### config.mk
export PLATFORM = sky130hd
export DESIGN_NAME = pipeline_hazard_ctrl
export DESIGN_NICKNAME = d
export VERILOG_FILES = /design/src/rtl/pipeline_hazard_ctrl.sv
export SDC_FILE = /design/constraint.sdc
export NUM_CORES = 1
export LEC_CHECK = 0
export ABC_AREA = 1
export CAP_MARGIN = 20
export CORE_AREA = 5 5 84 93
export DETAILED_ROUTE_END_ITERATION = 12
export DIE_AREA = 0 0 89 98
export GPL_TIMING_DRIVEN = 0
export PLACE_DENSITY = 0.8
export SETUP_SLACK_MARGIN = 0.15
export SLEW_MARGIN = 40
export SYNTH_ARGS = -nofsm -noshare
export SYNTH_HDL_FRONTEND = slang
export SYNTH_SLANG_ARGS = --single-unit
### constraint.sdc
create_clock -name CLK -period 2 [get_ports CLK]
set_clock_uncertainty 0.15 [all_clocks]
set_input_delay 0.2 -clock CLK [delete_from_list [all_inputs] [get_ports CLK]]
set_output_delay 0.2 -clock CLK [all_outputs]
set_load 0.05 [all_outputs]
### src/rtl/pipeline_hazard_ctrl.sv
// pipeline_hazard_ctrl
//   Hazard and sequencing controller for the 5-stage OTTER pipeline
//   (IF/ID/EX/MEM/WB). Produces EX operand forwarding selects, the
//   load-use stall, branch/jump flushes, and runs the interrupt-entry
//   sequence that drains the pipe before redirecting the PC to mtvec.
//
// Ports
//   CLK, RESET          clock, asynchronous active-high reset
//   rs1/rs2_addr_ID     ID-stage source indices; use_rs1/2_ID qualify them
//   rd_addr_EX          EX destination; memRead2_EX marks a load in EX
//   redirect_EX         EX instruction changes the PC
//   rd_addr_MEM, regWrite_MEM, rf_wr_sel_MEM   MEM writeback info (3 = ALU)
//   rd_addr_WB, regWrite_WB                    WB writeback info
//   INTR, mie           level interrupt request and CSR enable
//   fwd_a_sel/fwd_b_sel 0 = RF, 1 = alu_result_MEM, 2 = rfIn (WB)
//   pc_stall            hold the PC
//   if_id_stall         IF_ID holds its value
//   if_id_flush         IF_ID loads a NOP
//   id_ex_flush         ID_EX loads a bubble
//   int_taken           one-cycle strobe: save mepc, select mtvec
//   stall_cnt           saturating count of pc_stall cycles
//
// Interrupt FSM
//   state    | meaning
//   ST_IDLE  | normal operation, hazard logic active
//   ST_DRAIN | bubbles inserted while EX/MEM/WB empty out
//   ST_TAKE  | redirect to mtvec, ID instruction becomes mepc

module pipeline_hazard_ctrl #(
    parameter int DRAIN_CYCLES = 3,
    parameter int CNT_W        = 32
) (
    input  logic             CLK,
    input  logic             RESET,
    input  logic [4:0]       rs1_addr_ID,
    input  logic [4:0]       rs2_addr_ID,
    input  logic             use_rs1_ID,
    input  logic             use_rs2_ID,
    input  logic [4:0]       rd_addr_EX,
    input  logic             memRead2_EX,
    input  logic             redirect_EX,
    input  logic [4:0]       rd_addr_MEM,
    input  logic             regWrite_MEM,
    input  logic [1:0]       rf_wr_sel_MEM,
    input  logic [4:0]       rd_addr_WB,
    input  logic             regWrite_WB,
    input  logic             INTR,
    input  logic             mie,
    output logic [1:0]       fwd_a_sel,
    output logic [1:0]       fwd_b_sel,
    output logic             pc_stall,
    output logic             if_id_stall,
    output logic             if_id_flush,
    output logic             id_ex_flush,
    output logic             int_taken,
    output logic [CNT_W-1:0] stall_cnt
);

    localparam int DW = (DRAIN_CYCLES > 1) ? $clog2(DRAIN_CYCLES) : 1;
    localparam logic [DW-1:0] DRAIN_LOAD = DW'(DRAIN_CYCLES - 1);

    typedef enum logic [1:0] {
        ST_IDLE  = 2'd0,
        ST_DRAIN = 2'd1,
        ST_TAKE  = 2'd2
    } state_t;

    state_t           state_q, state_d;
    logic [DW-1:0]    drain_q, drain_d;
    logic [CNT_W-1:0] stall_cnt_q, stall_cnt_d;
    logic [4:0]       rs1_ex_q, rs1_ex_d;
    logic [4:0]       rs2_ex_q, rs2_ex_d;

    logic             load_use;
    logic             pc_stall_c, if_id_stall_c, if_id_flush_c, id_ex_flush_c, int_taken_c;

    // MEM only forwards ALU results; a load still in MEM has no data yet.
    function automatic logic [1:0] fwd_sel(
        input logic [4:0] r,
        input logic       wr_mem,
        input logic [4:0] rd_mem,
        input logic [1:0] sel_mem,
        input logic       wr_wb,
        input logic [4:0] rd_wb
    );
        logic [1:0] s;
        s = 2'd0;
        if (r == 5'd0)
            s = 2'd0;
        else if (wr_mem && (rd_mem == r) && (sel_mem == 2'd3))
            s = 2'd1;
        else if (wr_wb && (rd_wb == r))
            s = 2'd2;
        return s;
    endfunction

    assign load_use = memRead2_EX && (rd_addr_EX != 5'd0) &&
                      ((use_rs1_ID && (rs1_addr_ID == rd_addr_EX)) ||
                       (use_rs2_ID && (rs2_addr_ID == rd_addr_EX)));

    always_comb begin
        state_d       = state_q;
        drain_d       = drain_q;
        pc_stall_c    = 1'b0;
        if_id_stall_c = 1'b0;
        if_id_flush_c = 1'b0;
        id_ex_flush_c = 1'b0;
        int_taken_c   = 1'b0;

        case (state_q)
            ST_IDLE: begin
                // Redirect wins: a stalled ID instruction is on the wrong path.
                if (redirect_EX) begin
                    if_id_flush_c = 1'b1;
                    id_ex_flush_c = 1'b1;
                end else if (load_use) begin
                    pc_stall_c    = 1'b1;
                    if_id_stall_c = 1'b1;
                    id_ex_flush_c = 1'b1;
                end
                if (INTR && mie && !redirect_EX && !load_use) begin
                    state_d = ST_DRAIN;
                    drain_d = DRAIN_LOAD;
                end
            end
            ST_DRAIN: begin
                pc_stall_c    = 1'b1;
                if_id_stall_c = 1'b1;
                id_ex_flush_c = 1'b1;
                if (drain_q == '0)
                    state_d = ST_TAKE;
                else
                    drain_d = drain_q - DW'(1);
            end
            ST_TAKE: begin
                int_taken_c   = 1'b1;
                if_id_flush_c = 1'b1;
                id_ex_flush_c = 1'b1;
                state_d       = ST_IDLE;
            end
            default: begin
                state_d = ST_IDLE;
            end
        endcase
    end

    // EX source tracking mirrors the ID_EX register: bubble on flush, hold on stall.
    always_comb begin
        rs1_ex_d = rs1_addr_ID;
        rs2_ex_d = rs2_addr_ID;
        if (id_ex_flush_c) begin
            rs1_ex_d = 5'd0;
            rs2_ex_d = 5'd0;
        end else if (if_id_stall_c) begin
            rs1_ex_d = rs1_ex_q;
            rs2_ex_d = rs2_ex_q;
        end
    end

    always_comb begin
        stall_cnt_d = stall_cnt_q;
        if (pc_stall_c && (stall_cnt_q != {CNT_W{1'b1}}))
            stall_cnt_d = stall_cnt_q + CNT_W'(1);
    end

    always_ff @(posedge CLK or posedge RESET) begin
        if (RESET) begin
            state_q     <= ST_IDLE;
            drain_q     <= '0;
            stall_cnt_q <= '0;
            rs1_ex_q    <= 5'd0;
            rs2_ex_q    <= 5'd0;
        end else begin
            state_q     <= state_d;
            drain_q     <= drain_d;
            stall_cnt_q <= stall_cnt_d;
            rs1_ex_q    <= rs1_ex_d;
            rs2_ex_q    <= rs2_ex_d;
        end
    end

    assign fwd_a_sel   = fwd_sel(rs1_ex_q, regWrite_MEM, rd_addr_MEM, rf_wr_sel_MEM,
                                 regWrite_WB, rd_addr_WB);
    assign fwd_b_sel   = fwd_sel(rs2_ex_q, regWrite_MEM, rd_addr_MEM, rf_wr_sel_MEM,
                                 regWrite_WB, rd_addr_WB);
    assign pc_stall    = pc_stall_c;
    assign if_id_stall = if_id_stall_c;
    assign if_id_flush = if_id_flush_c;
    assign id_ex_flush = id_ex_flush_c;
    assign int_taken   = int_taken_c;
    assign stall_cnt   = stall_cnt_q;

endmodule

# Word level (Yosys, flattened, before mapping)
# Index checks and enable logic that the tools add are counted.
# totals
regBits	46
latch_bits	0
ram_bits	0
mem_bits_ro	0
out_inout_bits	41
wordCells	71
n_memories	0
# classes
add_sub_neg	2
mul	0
div	0
n_lt_le_gt_ge	0
n_eq_ne	14
n_shift	0
muxes	24
bitwise	0
reduce_logical	26
# op_table
op	n
32-bit by 1-bit adder with 32-bit output (second input constant)	1
32-bit != test (second input constant)	1
5-bit == test	6
2-bit two-way mux	10
5-bit two-way mux	4
1-bit logical AND	14
5-bit zero test	2
2-bit != test (second input constant)	4
2-bit one-hot mux with 2 select lines	2
1-bit one-hot mux with 2 select lines	3
1-bit two-way mux	5
5-bit nonzero test	1
2-bit == test (second input constant)	2
2-bit zero test	2
3-bit AND reduction	1
2-bit by 1-bit == test with 1-bit output (second input constant)	1
1-bit zero test	2
2-bit AND reduction	1
2-bit nonzero test	1
2-bit OR reduction	1
2-bit by 1-bit subtractor with 2-bit output (second input constant)	1
1-bit logical OR	1

# Depth between registers and ports, before layout
# Gate-level depths: netlist of run 1.
# depth
depth_word	9
depth_mapped	14
mapped_depth_nobuf	13

# Worst setup path before layout of run 1
# OpenSTA, ideal clock, no wires.
# synth_timing
path_kind	flip-flop to output port
from	reg rs2_ex_q[3]
to	out fwd_b_sel[0]
arrival_ns	1.989
path_slack_ns	-0.339
path_stages_with_launch	7
path_cell_list	dfrtp_1 -> inv_1 -> nand2_1 -> o21ai_0 -> a221oi_1 -> nand2_1 -> nor3b_1
# synth_between
elab_chain_len	5
word_cells_on_any_way	6
# synth_rtl
element	line	rtl
from (decl)	72	logic [4:0] rs2_ex_q, rs2_ex_d;
from (signal assigned)	178	rs2_ex_q <= rs2_ex_d;
5-bit == test	90	else if (wr_mem && (rd_mem == r) && (sel_mem == 2'd3))
1-bit logical AND (2 in a row)	90	
2-bit two-way mux	90	
2-bit two-way mux *	88	if (r == 5'd0)
to (decl)	50	output logic [1:0] fwd_b_sel,
# Mark *: on every way between the ends. The rest lies on a longest branch, timed or not.

# Final worst setup path of run 1
# layout_timing
from	reg rs1_ex_q[3]
to	out fwd_a_sel[1]
# layout_between
elab_chain_len	5
word_cells_on_any_way	9
# layout_rtl
element	line	rtl
from (decl)	71	logic [4:0] rs1_ex_q, rs1_ex_d;
from (signal assigned)	177	rs1_ex_q <= rs1_ex_d;
5-bit == test, on equally long branches	92, 90	
1-bit logical AND, on equally long branches	92, 90	
2-bit two-way mux / 1-bit logical AND (equally long branches)	92, 90	
2-bit two-way mux	90	
2-bit two-way mux *	88	
to (decl)	49	output logic [1:0] fwd_a_sel,
# Marked as above.

==> insert_results.sql, run 1 <==
INSERT INTO impl_metrics (metric_group, metric, value, unit) VALUES
('global_routing', 'grt-ovfl-total', '0', ''),
('cells_and_area', 'nets', '679', ''),
('timing', 'period_needed', '2.042', 'ns'),
('setup_path', 'critical_path.startpoint_type', 'flop', ''),
('setup_path', 'r2r-end', 'stall_cnt[19]', ''),
('setup_path', 'critPathKind', 'flop to output pin', ''),
('setup_path', 'ff2ff_path_depth', '11', ''),
('timing', 'fmax', '489.8', 'MHz'),
('cts', 'clock_sinks', '46', ''),
('timing', 'slew_headroom', '66.69', '%'),
('routing', 'drt_iter0_drc', '278', ''),
('die', 'die_height', '98', 'µm'),
('setup_path', 'crit_family', 'simple AND/OR/NAND/NOR gates', ''),
('die', 'core-area', '6847', 'µm²'),
('cts', 'clock_path_buffers', '2', ''),
('die', 'initial_core_util', '48.87', '%'),
('hold_path', 'worst_hold_path.num_cells', '5', ''),
('pwr', 'power_frac_clock', '13.4', '%'),
('cts', 'clock_tree_root_driver_cell', 'sky130_fd_sc_hd__clkbuf_8', ''),
('setup_path', 'timing.critical_path.slowest_cell_delay', '0.46', 'ns'),
('cts', 'cts.clk_slew.worst_paths', '0.09', 'ns'),
('global_routing', 'grt_antenna_before_repair', '0', ''),
('timing', 'timing.setup.tns', '-0.06731', 'ns'),
('timing', 'setup_repair_after_global_routing_missed_its_margin', 'yes', ''),
('outcome', 'violations_in_the_final_reports', 'setup timing', ''),
('hold_path', 'timing.hold.worst.class', 'input port to flop', ''),
('place', 'place.port_buffers', '77', ''),
('routing', 'route.detailed.wl_per_inst', '15.36', 'µm'),
('logic_synthesis', 'ys.warnings.count', '0', ''),
('pwr', 'static_leakage', '2.670', 'nW'),
('timing', 'setup_viol', '2', ''),
('cells_and_area', 'syn2layout_area_growth', '55.83', '%'),
('routing', 'via_per_inst', '5.316', ''),
('setup_path', 'setup.worst_path.end_class', 'output pin', ''),
('hold_path', 'holdPathEnd', 'rs2_ex_q[3]', ''),
('routing', 'antenna_left', '0', ''),
('place', 'gp_congestion', '0.9366', ''),
('logic_synthesis', 'synthesis.instances', '515', ''),
('cells_and_area', 'fillerInstances', '492', ''),
('timing', 'final.setup.worst_slack', '-0.04184', 'ns'),
('job', 'drv.max_cap_violation_count', '0', ''),
('logic_synthesis', 'synth.ff_latch_count', '46', ''),
('setup_path', 'critical-path-slowest-cell', 'sky130_fd_sc_hd__dfrtp_2', ''),
('global_routing', 'number_of_global_route_vias_before_repair', '3459', ''),
('global_routing', 'grt_start_max_net_pins', '40', ''),
('cts', 'num_cts_buffers', '5', ''),
('pwr', 'irDropWorstVdd', '0.7751', 'mV'),
('pwr', 'comb_power_share', '62.5', '%'),
('timing', 'pins_over_slew_limit', '0', ''),
('pwr', 'cellInternalPower', '2.974', 'mW'),
('cells_and_area', 'utilization', '76.15', '%'),
('die', 'dieArea', '8722', 'µm²'),
('pwr', 'power.share.switching', '44.76', '%'),
('logic_synthesis', 'synth.avg_cell_area', '6.497', 'µm²'),
('logic_synthesis', 'synthesis.area', '3346', 'µm²'),
('cells_and_area', 'final-seq-area', '1191', 'µm²'),
('routing', 'vias', '3838', ''),
('timing', 'actual_transition_at_the_worst_max_transition_pin', '0.5016', 'ns'),
('hold_path', 'hp-start', 'rs2_addr_ID[3]', ''),
('die', 'floorplan.rows', '32', ''),
('logic_synthesis', 'synth.net_count', '558', ''),
('logic_synthesis', 'sequential_area_share_after_synthesis', '34.41', '%'),
('pwr', 'total_switching_power', '2.410', 'mW'),
('setup_path', 'total_buffers_and_inverters_traversed_by_the_critical_path', '1', ''),
('setup_path', 'reg2reg_setup_slack', '0.09', 'ns'),
('global_routing', 'first_pass_grt_wire_length', '16370', 'µm'),
('die', 'fp.dieW', '89', 'µm'),
('outcome', 'run_status', 'finished with violations', ''),
('cells_and_area', 'multi_input_comb_area', '2282', 'µm²'),
('routing', 'drc', '0', ''),
('cts', 'cts_tree', 'done', '');
synthesized netlist by cell type (all sizes together):
library cell | count | area share, %
a221oi | 2 | 0.52
buf | 9 | 2.1
clkbuf | 2 | 0.22
dfrtp | 46 | 34
ha | 6 | 2.2
inv | 68 | 7.6
nand2 | 224 | 25
nand3 | 20 | 3.0
nand4 | 5 | 0.93
nor2 | 45 | 5.1
nor3 | 26 | 4.2
nor3b | 4 | 1.0
nor4 | 1 | 0.19
o21ai | 12 | 1.8
o21bai | 1 | 0.22
o221ai | 3 | 0.79
o22ai | 4 | 0.75
or2 | 1 | 0.19
xnor2 | 11 | 2.9
xor2 | 25 | 6.5
state kept, by name, summed over array words and instances (netlist names):
name / count
state_q: 2
stall_cnt: 32
rs2_ex_q: 5
rs1_ex_q: 5
drain_q: 2
power groups by stage:
stage / Combinational [mW] / Sequential [mW] / Clock [mW]
after floorplan: 1.37 / 1.39 / 0
after global placement: 2.03 / 1.30 / 0
after detailed placement: 2.08 / 1.30 / 0
after global routing: 3.60 / 1.32 / 0.763
final: 3.36 / 1.30 / 0.719
after CTS: 2.43 / 1.27 / 0.723
tightest hold or removal path: cells and delay by family:
kind / cells / cell delay, ns
and+or+nand+nor: 3 / 0.19
buffers and inverters: 2 / 0.29
routing by layer:
metal / share of wire, % / GRT usage [%] / wire (µm)
met2: 50 / 37.66 / 5556
met3: 6.9 / 3.797 / 765
met4: 1.3 / 4.238 / 142
met1: 42 / 33.24 / 4626
met5: 0 / 0 / 0
logic make-up after synthesis:
family                   share of synthesized area, %
XOR/XNOR                                        9.424
buffers and inverters                           9.985
flip-flops                                      34.41
adder cells (fa/ha/maj)                         2.244
AO/OA/AOI/OAI                                   4.076
AND/OR/NAND/NOR                                 39.87
per-stage QoR:
stage | cells | setup WS (ns) | cell area, µm² | hold slack (ns) | power, mW
finish | 722 | -0.04184 | 5214 | 0.2561 | 5.385
global route | 722 | -0.1713 | 5214 | 0.2804 | 5.681
CTS | 700 | -0.03354 | 4591 | 0.2393 | 4.428
detailed placement | 678 | -0.9489 | 4337 | 0.3052 | 3.381
global placement | 677 | -0.9186 | 4314 | 0.3060 | 3.329
floorplan | 515 | 0.1402 | 3437 | 0.2750 | 2.767
worst max path at each step:
stage          slack (ns)            to  cells past startpoint     startpoint
3_3_place_gp        -0.92   id_ex_flush                     15  rd_addr_EX[2]
2_1_floorplan        0.14  fwd_b_sel[0]                      6    rs2_ex_q[3]
3_5_place_dp        -0.95   id_ex_flush                     15  rd_addr_EX[2]
6_report            -0.04  fwd_a_sel[1]                      5    rs1_ex_q[3]
5_1_grt             -0.17   id_ex_flush                     15  rd_addr_EX[0]
4_1_cts             -0.03  fwd_a_sel[1]                      5    rs1_ex_q[3]
layout make-up:
type | count | share of cell area (%)
Timing Repair Buffer | 114 | 21.29
Inverter | 68 | 5.136
Buffer | 11 | 2.760
Clock buffer | 5 | 1.320
Tap cell | 85 | 2.040
Clock inverter | 3 | 0.8399
Multi-Input combinational cell | 390 | 43.77
Sequential cell | 46 | 22.85
cell usage in the layout (no fill, tap or decap), drive strengths merged:
cell type / n
nand2: 224
inv: 69
buf: 49
dlygate4sd2: 47
dfrtp: 46
nor2: 45
nor3: 26
xor2: 25
clkdlybuf4s50: 20
nand3: 20
o21ai: 12
xnor2: 11
clkbuf: 11
ha: 6
nand4: 5
nor3b: 4
o22ai: 4
o221ai: 3
a221oi: 2
or2: 1
o21bai: 1
nor4: 1
clkinv: 1
bufinv: 1
dlygate4sd3: 1
dlymetal6s2s: 1
clkdlybuf4s15: 1
what timing repair did:
action	CTS	global route
setup buffers	13	18
endpoints found under the setup margin	76	51
resized for setup	134	128
hold buffers	1	0
pin swaps	14	48
hold endpoints to repair	7	0
gates cloned	0	4
(Power assumes the default switching activity.)
==> run 2: changes to the inputs <==
--- a/config.mk
+++ b/config.mk
@@ -13,6 +13,7 @@
 export GPL_TIMING_DRIVEN = 0
 export PLACE_DENSITY = 0.8
 export SETUP_SLACK_MARGIN = 0.15
+export SKIP_CTS_REPAIR_TIMING = 1
 export SLEW_MARGIN = 40
 export SYNTH_ARGS = -nofsm -noshare
 export SYNTH_HDL_FRONTEND = slang
==> run 2 against run 1 <==
The flow still finishes with violations (setup timing). Sequential share of layout area down 0.64 points. Clock-buffer cell count unchanged. Non-clock buffer count up 1. Largest cell class unchanged. Highest routed layer unchanged.
==> insert_results.sql, run 2 (same netlist as run 1, synthesis figures left out) <==
INSERT INTO impl_metrics (metric_group, metric, value, unit) VALUES
('timing', 'final_min_period_over_clock_period', '104.9', '%'),
('cts', 'clock_sinks', '46', ''),
('timing', 'setup_viol', '3', ''),
('setup_path', 'critical_path_cell_sequence', 'buf_4 -> ha_1 -> inv_2 -> nand2_2 -> buf_6 -> buf_6 -> buf_8', ''),
('cells_and_area', 'nets', '680', ''),
('timing', 'finalHoldViolations', '0', ''),
('die', 'dieArea', '8722', 'µm²'),
('cells_and_area', 'post-route-cell-area', '5358', 'µm²'),
('place', 'hpwl', '7393', 'µm'),
('die', 'fp.dieW', '89', 'µm'),
('global_routing', 'grt_antenna_before_repair', '0', ''),
('setup_path', 'critical-path-slowest-cell', 'sky130_fd_sc_hd__dfrtp_1', ''),
('global_routing', 'grt-ovfl-total', '0', ''),
('cts', 'clkLatencyLatePin', '0.31', 'ns'),
('routing', 'via_per_inst', '5.484', ''),
('timing', 'period_needed', '2.098', 'ns'),
('die', 'core-area', '6847', 'µm²'),
('die', 'die_height', '98', 'µm'),
('cells_and_area', 'antenna-diode-count', '0', ''),
('setup_path', 'crit_family', 'buffers and inverters', ''),
('routing', 'first_pass_iters', '5', ''),
('routing', 'vias', '3965', ''),
('cts', 'num_cts_buffers', '5', ''),
('die', 'floorplan.rows', '32', ''),
('routing', 'route.detailed.wl_per_inst', '15.93', 'µm'),
('pwr', 'irDropWorstVdd', '0.8219', 'mV'),
('cts', 'cts_tree', 'done', ''),
('global_routing', 'number_of_global_route_vias_before_repair', '3312', ''),
('setup_path', 'critical_path_arrival', '1.75', 'ns'),
('setup_path', 'timing.critical_path.fanout_max', '8', ''),
('cts', 'cts.clk_slew.worst_paths', '0.10', 'ns'),
('setup_path', 'critPathRequiredTime', '1.65', 'ns'),
('cells_and_area', 'layout.cells.most_common_list', '172 x sky130_fd_sc_hd__nand2_1, 59 x sky130_fd_sc_hd__inv_1, 49 x sky130_fd_sc_hd__dlymetal6s2s_1', ''),
('die', 'initial_core_util', '48.87', '%'),
('timing', 'setup_repair_after_global_routing_missed_its_margin', 'yes', ''),
('timing', 'actual_transition_at_the_worst_max_transition_pin', '0.5232', 'ns'),
('cts', 'clock_path_buffers', '2', ''),
('place', 'dpl.cell_count', '678', ''),
('timing', 'slew_headroom', '65.06', '%'),
('global_routing', 'grt_util_all_layers', '22.10', '%'),
('pwr', 'static_leakage', '3.279', 'nW'),
('cells_and_area', 'proportion_of_layout_cells_with_a_drive_suffix_above_1', '29.78', '%'),
('pwr', 'power.density', '960.2', 'nW/µm²'),
('cells_and_area', 'mostFrequentLayoutCell', 'sky130_fd_sc_hd__nand2_1', ''),
('setup_path', 'timing.critical_path.slowest_cell_delay', '0.44', 'ns'),
('cells_and_area', 'largest_reg_flops', '32', ''),
('routing', 'drt_iter0_drc', '338', ''),
('timing', 'fmax', '476.6', 'MHz'),
('setup_path', 'setup.worst_path.end_class', 'output pin', ''),
('cells_and_area', 'syn2layout_area_growth', '60.13', '%'),
('routing', 'routed_wirelength', '11520', 'µm'),
('cts', 'number_of_levels_in_the_clock_h_tree', '2', ''),
('timing', 'pins_over_slew_limit', '0', ''),
('place', 'gp_congestion', '0.9366', ''),
('routing', 'drc', '0', ''),
('place', 'detailed_place.area', '4337', 'µm²'),
('setup_path', 'total_buffers_and_inverters_traversed_by_the_critical_path', '5', ''),
('setup_path', 'critical_path.startpoint_type', 'flop', ''),
('cells_and_area', 'layout.cells.non_filler', '723', ''),
('job', 'drv.max_cap_violation_count', '0', ''),
('outcome', 'violations_in_the_final_reports', 'setup timing', ''),
('outcome', 'run_status', 'finished with violations', ''),
('routing', 'antenna_left', '0', ''),
('hold_path', 'timing.hold.worst.class', 'input port to flop', ''),
('setup_path', 'critPathKind', 'flop to output pin', ''),
('setup_path', 'cell_seen_most_often_among_critical_path_stages', 'sky130_fd_sc_hd__buf_6', ''),
('die', 'io-pin-count', '78', ''),
('place', 'place.port_buffers', '77', ''),
('cts', 'clock_tree_root_driver_cell', 'sky130_fd_sc_hd__clkbuf_8', ''),
('timing', 'final.setup.worst_slack', '-0.09806', 'ns'),
('global_routing', 'first_pass_grt_wire_length', '15580', 'µm'),
('global_routing', 'grt_start_max_net_pins', '40', '');
==> run 2: cell types whose count changed in the layout (fill, tap and decap cells not counted), sizes merged <==
cell | previous run | this run
dlymetal6s2s | 1 | 49
dlygate4sd2 | 47 | 0
clkdlybuf4s15 | 1 | 0
clkbuf | 11 | 10
buf | 49 | 51
==> run 2: final cells by class <==
type | instances | area [µm²]
plain buffers | 11 | 141.4
clock buffers | 5 | 68.82
clock inverters | 3 | 43.79
fillers | 461 | 1489
inverters | 68 | 265.3
multi-input cells | 390 | 2263
flip-flops and latches | 46 | 1190
well taps | 85 | 106.4
repair buffers | 115 | 1279
==> run 2: worst paths after layout <==
| path | from | to | slack, ns | cells past startpoint |
|---|---|---|---|---|
| min in group asynchronous | RESET | drain_q[1] | 0.52 | 3 |
| setup / recovery | state_q[0] | pc_stall | -0.1 | 7 |
| hold reg to reg | drain_q[1] | drain_q[1] | 0.33 | 2 |
| hold / removal | rs1_addr_ID[3] | rs1_ex_q[3] | 0.14 | 5 |
| setup reg to reg | stall_cnt[4] | stall_cnt[20] | 0.06 | 10 |
| max in group asynchronous | RESET | stall_cnt[24] | 0.73 | 4 |
==> run 2: stage by stage <==
| step | worst slack [ns] | utilization [%] | setup TNS (ns) | total power [mW] | hold slack, ns |
|---|---|---|---|---|---|
| 2_1_floorplan | 0.1402 | - | 0 | 2.767 | 0.2750 |
| 4_1_cts | -0.9537 | 64.99 | -5.737 | 4.098 | -0.03666 |
| 3_5_place_dp | -0.9489 | 63.34 | -11.17 | 3.381 | 0.3052 |
| 6_report | -0.09806 | 78.25 | -0.1519 | 5.145 | 0.1354 |
| 5_1_grt | -0.1665 | 78.25 | -0.7372 | 5.451 | 0.1662 |
| 3_3_place_gp | -0.9186 | 63.01 | -26.47 | 3.329 | 0.3060 |
==> run 2: worst reg2reg max path, cell delays in order, from the launching register on <==
cell	delay, ns
sky130_fd_sc_hd__dfrtp_2	0.45
sky130_fd_sc_hd__nand2_1	0.22
sky130_fd_sc_hd__nor2_4	0.19
sky130_fd_sc_hd__nand2_4	0.10
sky130_fd_sc_hd__nor2_4	0.15
sky130_fd_sc_hd__nand2_4	0.08
sky130_fd_sc_hd__nand2_8	0.09
sky130_fd_sc_hd__buf_12	0.15
sky130_fd_sc_hd__clkbuf_16	0.17
sky130_fd_sc_hd__nand2_2	0.06
sky130_fd_sc_hd__nand2_1	0.06
==> run 2: power by group <==
part           switching (mW)  internal [mW]  leakage [nW]
Clock                   0.346          0.375        0.0585
Sequential              0.212           1.09         0.574
Combinational            1.73           1.39          2.65
Total                    2.29           2.86          3.28
==> run 2: layer usage <==
| metal | track usage [%] | up-vias | wire, µm |
|---|---|---|---|
| met3 | 3.713 | 41 | 912 |
| li1 | - | 1831 | - |
| met4 | 4.009 | 0 | 313 |
| met1 | 32.50 | 1889 | 4508 |
| met5 | 0 | - | 0 |
| met2 | 34.46 | 204 | 5786 |
==> run 3: changes to the inputs <==
--- a/config.mk
+++ b/config.mk
@@ -6,10 +6,9 @@
 export NUM_CORES = 1
 export LEC_CHECK = 0
 export ABC_AREA = 1
-export CAP_MARGIN = 20
-export CORE_AREA = 5 5 84 93
+export CORE_AREA = 2 2 81 90
 export DETAILED_ROUTE_END_ITERATION = 12
-export DIE_AREA = 0 0 89 98
+export DIE_AREA = 0 0 83 92
 export GPL_TIMING_DRIVEN = 0
 export PLACE_DENSITY = 0.8
 export SETUP_SLACK_MARGIN = 0.15
==> run 3 against run 2 <==
Global-route usage increased by 1.2 points. Critical path depth is 2 higher. Cell count fell by 0.55%. The flow still finishes with violations (setup timing). Setup slack gained 0.031 ns. Non-clock buffer count shrank 4. Register-to-register slack better by 0.02 ns. Via count shrank 4.5%. Worst hold slack got worse by 0.080 ns. Fmax increased by 1.5%. Clock-buffer cell count is 3 higher. Total power down 2.0%. Utilization shrank 1.2 points. Highest routed layer unchanged.
==> insert_results.sql, run 3 (same netlist as run 1, synthesis figures left out) <==
INSERT INTO impl_metrics (metric_group, metric, value, unit) VALUES
('outcome', 'run_status', 'finished with violations', ''),
('outcome', 'violations_in_the_final_reports', 'setup timing', ''),
('setup_path', 'critPathRequiredTime', '1.65', 'ns'),
('pwr', 'irDropWorstVdd', '1.062', 'mV'),
('pwr', 'power.density', '956.1', 'nW/µm²'),
('global_routing', 'number_of_global_route_vias_before_repair', '3240', ''),
('die', 'fp.dieW', '83', 'µm'),
('cells_and_area', 'mostFrequentLayoutCell', 'sky130_fd_sc_hd__nand2_1', ''),
('timing', 'finalHoldViolations', '0', ''),
('die', 'die_height', '92', 'µm'),
('setup_path', 'setup.worst_path.end_class', 'output pin', ''),
('cells_and_area', 'nets', '676', ''),
('die', 'io-pin-count', '78', ''),
('place', 'place.port_buffers', '77', ''),
('setup_path', 'critical_path.startpoint_type', 'flop', ''),
('routing', 'drt_iter0_drc', '312', ''),
('timing', 'pins_over_slew_limit', '0', ''),
('die', 'floorplan.rows', '32', ''),
('pwr', 'power_frac_clock', '10.9', '%'),
('cells_and_area', 'syn2layout_area_growth', '57.67', '%'),
('routing', 'routed_wirelength', '10770', 'µm'),
('timing', 'setup_viol', '2', ''),
('job', 'drv.max_cap_violation_count', '0', ''),
('place', 'dpl.cell_count', '678', ''),
('cts', 'cts.clk_slew.worst_paths', '0.09', 'ns'),
('setup_path', 'timing.critical_path.slowest_cell_delay', '0.44', 'ns'),
('setup_path', 'crit_family', 'buffers and inverters', ''),
('cts', 'cts_tree', 'done', ''),
('pwr', 'cellInternalPower', '2.784', 'mW'),
('cts', 'clock_sinks', '46', ''),
('cts', 'number_of_levels_in_the_clock_h_tree', '2', ''),
('global_routing', 'grt-ovfl-total', '0', ''),
('setup_path', 'critical-path-slowest-cell', 'sky130_fd_sc_hd__dfrtp_1', ''),
('cells_and_area', 'antenna-diode-count', '0', ''),
('routing', 'first_pass_iters', '5', ''),
('setup_path', 'critPathKind', 'flop to output pin', ''),
('cells_and_area', 'proportion_of_layout_cells_with_a_drive_suffix_above_1', '29.18', '%'),
('cts', 'clock_path_buffers', '2', ''),
('hold_path', 'timing.hold.worst.class', 'input port to asynchronous set/reset pin', ''),
('cells_and_area', 'post-route-cell-area', '5275', 'µm²'),
('die', 'core-area', '6847', 'µm²'),
('cts', 'clock_tree_root_driver_cell', 'sky130_fd_sc_hd__clkbuf_8', ''),
('timing', 'slew_headroom', '65.33', '%'),
('setup_path', 'critical_path_arrival', '1.72', 'ns'),
('routing', 'vias', '3787', ''),
('routing', 'drc', '0', ''),
('setup_path', 'cell_seen_most_often_among_critical_path_stages', 'sky130_fd_sc_hd__buf_6', ''),
('die', 'initial_core_util', '48.87', '%'),
('global_routing', 'grt_start_max_net_pins', '26', ''),
('setup_path', 'critical_path_cell_sequence', 'inv_2 -> ha_4 -> inv_4 -> nor2_4 -> nand3_2 -> nand2_2 -> buf_6 -> buf_6 -> buf_8', ''),
('routing', 'via_per_inst', '5.267', ''),
('timing', 'actual_transition_at_the_worst_max_transition_pin', '0.5191', 'ns'),
('die', 'dieArea', '7636', 'µm²'),
('cells_and_area', 'layout.cells.non_filler', '719', ''),
('pwr', 'power.share.switching', '44.79', '%'),
('timing', 'setup_repair_after_global_routing_missed_its_margin', 'yes', ''),
('global_routing', 'grt_util_all_layers', '23.30', '%'),
('routing', 'antenna_left', '0', ''),
('place', 'detailed_place.area', '4344', 'µm²'),
('place', 'hpwl', '7020', 'µm'),
('cells_and_area', 'layout.cells.most_common_list', '175 x sky130_fd_sc_hd__nand2_1, 54 x sky130_fd_sc_hd__inv_1, 50 x sky130_fd_sc_hd__dlymetal6s2s_1', ''),
('timing', 'fmax', '483.8', 'MHz'),
('pwr', 'total_switching_power', '2.259', 'mW'),
('place', 'dpl_worst_slack', '-0.9850', 'ns'),
('cts', 'clkLatencyLatePin', '0.30', 'ns'),
('pwr', 'pwr-share-seq', '26.0', '%'),
('timing', 'final.setup.worst_slack', '-0.06714', 'ns'),
('place', 'gp_congestion', '0.9109', ''),
('routing', 'route.detailed.wl_per_inst', '14.98', 'µm'),
('pwr', 'static_leakage', '3.215', 'nW'),
('pwr', 'comb_power_share', '63.1', '%'),
('timing', 'period_needed', '2.067', 'ns'),
('global_routing', 'first_pass_grt_wire_length', '14790', 'µm'),
('cells_and_area', 'largest_reg_flops', '32', ''),
('cts', 'num_cts_buffers', '5', ''),
('global_routing', 'grt_antenna_before_repair', '0', ''),
('setup_path', 'total_buffers_and_inverters_traversed_by_the_critical_path', '5', ''),
('setup_path', 'timing.critical_path.fanout_max', '7', ''),
('pwr', 'report.power.total', '5.043', 'mW'),
('timing', 'final_min_period_over_clock_period', '103.4', '%');
-- run 3: cell count changes in the layout (fill, tap and decap cells not counted), sizes merged --
cell,before,now
clkdlybuf4s50,20,19
dlygate4sd3,1,0
bufinv,1,0
clkbuf,10,14
clkinv,1,0
inv,69,68
dlymetal6s2s,49,50
buf,51,47
-- run 3: routing by layer --
layer / up-vias / wire length (µm) / share of wire [%] / global-route usage [%]
li1: 1828 / - / - / -
met1: 1777 / 4361 / 40 / 32.11
met2: 157 / 5474 / 51 / 38.78
met3: 25 / 721 / 6.7 / 3.960
met4: 0 / 214 / 2.0 / 4.781
met5: - / 0 / 0 / 0
-- run 3: per-stage QoR --
| step | hold slack (ns) | setup TNS [ns] | util, % |
|---|---|---|---|
| after floorplan | 0.2750 | 0 | - |
| after global placement | 0.3052 | -26.91 | 63.01 |
| after detailed placement | 0.3119 | -12.23 | 63.45 |
| after CTS | 0.05524 | -5.569 | 64.62 |
| after global routing | 0.06879 | -0.4844 | 77.05 |
| final | 0.05564 | -0.08885 | 77.05 |
-- run 3: worst paths after layout --
check / start / endpoint / slack [ns] / depth (start not counted)
max: state_q[1] / pc_stall / -0.07 / 9
min: RESET / stall_cnt[6] / 0.06 / 2
max reg2reg: state_q[1] / stall_cnt[17] / 0.08 / 12
min reg2reg: drain_q[1] / drain_q[1] / 0.33 / 2
max in group asynchronous: RESET / stall_cnt[19] / 1.20 / 3
min in group CLK: rs1_addr_ID[2] / rs1_ex_q[2] / 0.16 / 5
-- run 3: power groups by stage --
stage	clock [mW]	combinational, mW	sequential [mW]
detailed placement	0	2.08	1.30
global placement	0	2.02	1.29
floorplan	0	1.37	1.39
global route	0.592	3.39	1.33
finish	0.551	3.18	1.31
CTS	0.562	2.10	1.28
-- run 3: area by class of cell --
cell class                      instances  area [µm²]
Buffer                                 11       131.4
Tap cell                               85       106.4
Inverter                               68       265.3
Timing Repair Buffer                  111        1274
Fill cell                             476        1572
Multi-Input combinational cell        390        2227
Sequential cell                        46        1191
Clock buffer                            8       80.08
